`src/rtl/retire_track_pipe.sv`:
```
// Carries retire validity and counter-CSR select from ID through EX/MEM/WB,
// advancing exactly like the core's pipeline registers.
module retire_track_pipe #(
    parameter bit NOP_FILTER = 1'b1
) (
    input  logic        clk,
    input  logic        rst,
    input  logic        IM_stall,
    input  logic        DM_stall,
    input  logic        hazard_stall,
    input  logic        flush,
    input  logic        D_valid,
    input  logic [4:0]  D_opcode,
    input  logic [2:0]  D_funct3,
    input  logic [4:0]  D_rs1_index,
    input  logic [4:0]  D_rd_index,
    input  logic [11:0] D_csr_addr,
    output logic        W_valid_inst,
    output logic [1:0]  W_imm,
    output logic        W_csr_read,
    output logic        W_csr_illegal
);

    typedef struct packed {
        logic       valid;
        logic [1:0] sel;
        logic       csr_read;
        logic       illegal;
    } stage_t;

    stage_t     w_id;
    stage_t     r_ex;
    stage_t     r_mem;
    stage_t     r_wb;

    logic       w_is_nop;
    logic       w_retire;
    logic       w_csr_access;
    logic       w_addr_hit;
    logic       w_counter_rd;
    logic [1:0] w_sel;
    logic       w_global_stall;
    logic       w_bubble_ex;

    always_comb begin
        w_addr_hit = 1'b1;
        w_sel      = 2'b00;
        case (D_csr_addr)
            12'hC00: w_sel = 2'b00;
            12'hC80: w_sel = 2'b10;
            12'hC02: w_sel = 2'b01;
            12'hC82: w_sel = 2'b11;
            default: w_addr_hit = 1'b0;
        endcase

        w_is_nop = NOP_FILTER && (D_opcode == 5'b00100) && (D_funct3 == 3'b000)
                   && (D_rs1_index == 5'd0) && (D_rd_index == 5'd0);
        w_retire = D_valid && !w_is_nop;

        w_csr_access = (D_opcode == 5'b11100) && (D_funct3 != 3'b000);
        // Only csrrs with rs1=x0 is a pure read; anything else touching a CSR is unsupported.
        w_counter_rd = w_csr_access && (D_funct3 == 3'b010) && (D_rs1_index == 5'd0)
                       && w_addr_hit;

        w_id.valid    = w_retire;
        w_id.csr_read = w_retire && w_counter_rd;
        w_id.sel      = (w_retire && w_counter_rd) ? w_sel : 2'b00;
        w_id.illegal  = w_retire && w_csr_access && !w_counter_rd;
    end

    assign w_global_stall = IM_stall || DM_stall;
    assign w_bubble_ex    = flush || hazard_stall;

    always_ff @(posedge clk or negedge rst) begin
        if (!rst) begin
            r_ex  <= '0;
            r_mem <= '0;
            r_wb  <= '0;
        end else if (!w_global_stall) begin
            r_ex  <= w_bubble_ex ? stage_t'('0) : w_id;
            r_mem <= r_ex;
            r_wb  <= r_mem;
        end
    end

    assign W_valid_inst  = r_wb.valid;
    assign W_imm         = r_wb.sel;
    assign W_csr_read    = r_wb.csr_read;
    assign W_csr_illegal = r_wb.illegal;

endmodule

```
`config.mk`:
```
export PLATFORM = sky130hd
export DESIGN_NAME = retire_track_pipe
export DESIGN_NICKNAME = d
export VERILOG_FILES = /design/src/rtl/retire_track_pipe.sv
export SDC_FILE = /design/constraint.sdc
export NUM_CORES = 1
export LEC_CHECK = 0
export CORE_ASPECT_RATIO = 0.8
export CORE_MARGIN = 2
export CORE_UTILIZATION = 36
export DETAILED_ROUTE_END_ITERATION = 6
export PLACE_DENSITY = 0.78
export SYNTH_ARGS = -nofsm -noshare
export SYNTH_HDL_FRONTEND = slang
export SYNTH_SLANG_ARGS = --single-unit
```
`constraint.sdc`:
```
create_clock -name clk -period 0.96 [get_ports clk]
set_input_delay 0.144 -clock clk [delete_from_list [all_inputs] [get_ports clk]]
set_output_delay 0.144 -clock clk [all_outputs]
set_load 0.01 [all_outputs]
```
==> results.md, run 1 <==
- Mapped Area: 697 um^2
- Internal Power: 0.000993 W
- Final setup vio count: 5
- Mapped Cells: 51
- Antenna violations before repair: 0
- 1st-pass router iterations: 4
- DR vias/cell: 5.05
- Worst Clk Skew: 0.00315 ns
- Final WL: 1.62 mm
- Sequential-to-total area share from yosys stat: 0.539
- Minimum clock period: 1.21 ns
- Clock Sinks: 15
- Max cap viols: 0
- M1 GR Usage: 0.183
- Register bit count reported by yosys: 15
- CTS clk-pin slew, worst paths: 0.08 ns
- Std cell rows: 14
- GRT Util Overall: 0.146
- Max Root-Sink Buffers: 2
- Leakage: 0.632 nW
- Inst Count DP: 123
- Synth Area per Inst: 13.7 um^2
- Vias: 651
- Max-slew violation count: 0
- Synth Flop Type: dfrtp_1
- ANT cells: 0
- Fraction of layout cells with a size suffix above 1: 0.410
- Initial Util: 0.375
- Yosys top cell area share: 0.539
- I/O pin count: 42
- GPL Wtd Cong: 0.724
- Grt ovf: 0
- Netlist cell types: 23
- Post-Syn Nets: 88
- Worst slew pin tran: 0.254 ns
- Area added between synthesis and finish: 83.7%
- CTS Hold Buffers Added: 0
- Avg WL per Cell: 12.5 um
- Failing checks: negative setup slack
- Slowest CP cell: or4_4
- DRT iter0 DRCs: 7
- Final ANT Viol Nets: 0
- Drt drc: 0
- Worst r2r src: W_valid_inst
- H-tree depth reported by CTS: 1
- Root buffer cell: clkbuf_4
- CP bufs+invs: 2
- CP arrival: 1.37 ns
- Max VDD drop: 0.608 mV
- HP Class: in -> async
- Crit path from: D_rs1_index[4]
- CP cell instances: buf_6 -> or4_4 -> nor4_4 -> buf_4 -> a21boi_4 -> a32o_1
- Final #Nets: 143
- Met3 Use GR: 0.0345
- First-pass GRT wire length: 2.48 mm
- Met2 Use GR: 0.258
- Max FO, Critical Path: 3
- Crit. End Element: register
- Post-synth EDFFs: 0
- Switching Fraction: 0.218
- Crit start category: input pin
- Yosys top cell by area: dfrtp_1
- Period utilization: 1.26
- Die Y: 43.4 um
- Core Area: 1860 um^2
- Status: finished, violations left
- Pre-CTS setup slack: -0.881 ns
- Largest cells by area after synthesis: dfrtp_1 (54%), mux2_2 (16%), a32o_1 (4.3%)
- Post-synth top cells: dfrtp_1 (15), mux2_2 (10), a32o_1 (3), nor2_1 (3), nor4_1 (2)
- Peak Freq: 829 MHz
- RSZ-0062 raised after global routing: true
- CP peak stage delay: 0.53 ns
- Die X-Extent: 53.2 um
- FILL cells: 150
- Clock latency on the worst-skew pair: 0.28 ns
- Logic pwr share: 0.212
- Most common cell in the netlist: dfrtp_1
- Clk pwr share: 0.274
- Pwr dens: 992 nW/um^2
- Sw power: 0.000277 W
- Post-synthesis async set-or-reset flop share: 1.00
- Required @ worst endpoint: 1.13 ns
- Total Power: 0.00127 W
- Largest net degree at the start of global routing: 16
- CTS buffer count: 3
- Endpoints failing hold: 0
- Seq pwr share: 0.514
- WS Path Type: in -> reg
- Vias in the first global route: 627
- Filler-free cell count of the finished design: 129
- Worst setup margin: -0.246 ns
- Warnings from Yosys: 0
- Top delay family on crit path: simple AND/OR/NAND/NOR gates
- Port bufs: 41
- Die area: 2310 um^2
- CTS tree: yes
- Slew headroom: 0.830
- Most Crowded Layer GR: met2
- DP HPWL: 1.28 mm
-- state kept, by name (all words and copies together), names as in the netlist --
name and cells:
r_ex 5, r_mem 5, W_imm 2, W_csr_illegal 1, W_csr_read 1, W_valid_inst 1
-- repair_timing --
| item | in CTS | in global routing |
|---|---|---|
| setup endpoints to repair | 20 | 9 |
| pin swaps | 12 | 9 |
| setup buffers | 2 | 1 |
| hold endpoints to repair | 0 | 0 |
| gates resized for setup | 41 | 11 |
-- layout by cell type (no fill, tap or decap) --
cell type and count:
dlymetal6s2s_1 4, a21o_1 1, clkbuf_4 3, buf_2 6, a32o_1 3, nand4_1 1, and4b_1 1, mux2_4 1
nor4_4 1, mux2_2 9, nor3_1 1, or4_4 1, a21boi_4 1, nor2_1 3, nand2_1 1, clkdlybuf4s15_1 1
dlygate4sd2_1 5, clkbuf_1 1, clkdlybuf4s50_1 23, nor4b_4 1, buf_6 3, dfrtp_1 15, and3_4 1, buf_4 10
nand3_2 1, nor3b_4 1, nor4b_2 1, and4bb_1 1, nor4_2 2, or2_4 1, a22o_1 1
-- kinds of logic after synthesis --
family	synth area share
buf+inv	0.0126
mux	0.162
flops	0.539
compound gates	0.0826
simple gates	0.205
-- final timing paths --
check                           slack (ns)  cells past startpoint             to
worst max-delay path                 -0.25                      6        r_ex[0]
worst min-delay path                  0.17                      2       r_mem[1]
worst max register to register        0.10                      2   W_valid_inst
worst min register to register        0.49                      1        r_ex[4]
max in group asynchronous             0.62                      2  W_csr_illegal
min in group clk                      0.35                      5        r_ex[0]
-- metal layers --
layer | share of wire | routed length [um] | vias to the layer above
li1 | - | - | 307
met1 | 0.40 | 654 | 303
met2 | 0.48 | 774 | 41
met3 | 0.12 | 186 | 0
met4 | 0 | 0 | 0
met5 | 0 | 0 | -
-- per-stage QoR --
stage	setup TNS, ns	instance area [um^2]	util	hold WS [ns]
after global routing	-1.25	1280	0.689	0.195
after detailed placement	-9.05	1210	0.652	0.472
after floorplan	-1.97	726	-	-0.152
final	-1.04	1280	0.689	0.173
after CTS	-1.40	1220	0.658	0.178
after global placement	-8.81	1210	0.652	0.472
-- layout make-up --
type / count / area (um^2) / area share
Tap cell: 24 / 30.0 / 0.0235
Multi-Input combinational cell: 34 / 375 / 0.293
Sequential cell: 15 / 375 / 0.293
Timing Repair Buffer: 52 / 473 / 0.370
Clock buffer: 4 / 26.3 / 0.0205
-- worst register-to-register path: stages, from the launching register on --
cell	delay (ns)
dfrtp_1	0.38
buf_4	0.13
mux2_4	0.24
-- power by group through the flow --
stage / clock (W) / sequential (W) / combinational, W
4_1_cts: 0.000359 / 0.000653 / 0.000263
3_5_place_dp: 0 / 0.000665 / 0.000272
3_3_place_gp: 0 / 0.000665 / 0.000268
6_report: 0.000347 / 0.000652 / 0.000270
5_1_grt: 0.000377 / 0.000654 / 0.000290
2_1_floorplan: 0 / 0.000667 / 0.0000612
No activity file was read; power rests on OpenSTA's default activity.
==> run 2: changes to the inputs <==
--- a/config.mk
+++ b/config.mk
@@ -5,6 +5,7 @@
 export SDC_FILE = /design/constraint.sdc
 export NUM_CORES = 1
 export LEC_CHECK = 0
+export CAP_MARGIN = 40
 export CORE_ASPECT_RATIO = 0.8
 export CORE_MARGIN = 2
 export CORE_UTILIZATION = 36
==> results of run 2 <==
Same layout as run 1: the final DEF is identical, and so are final timing and power.
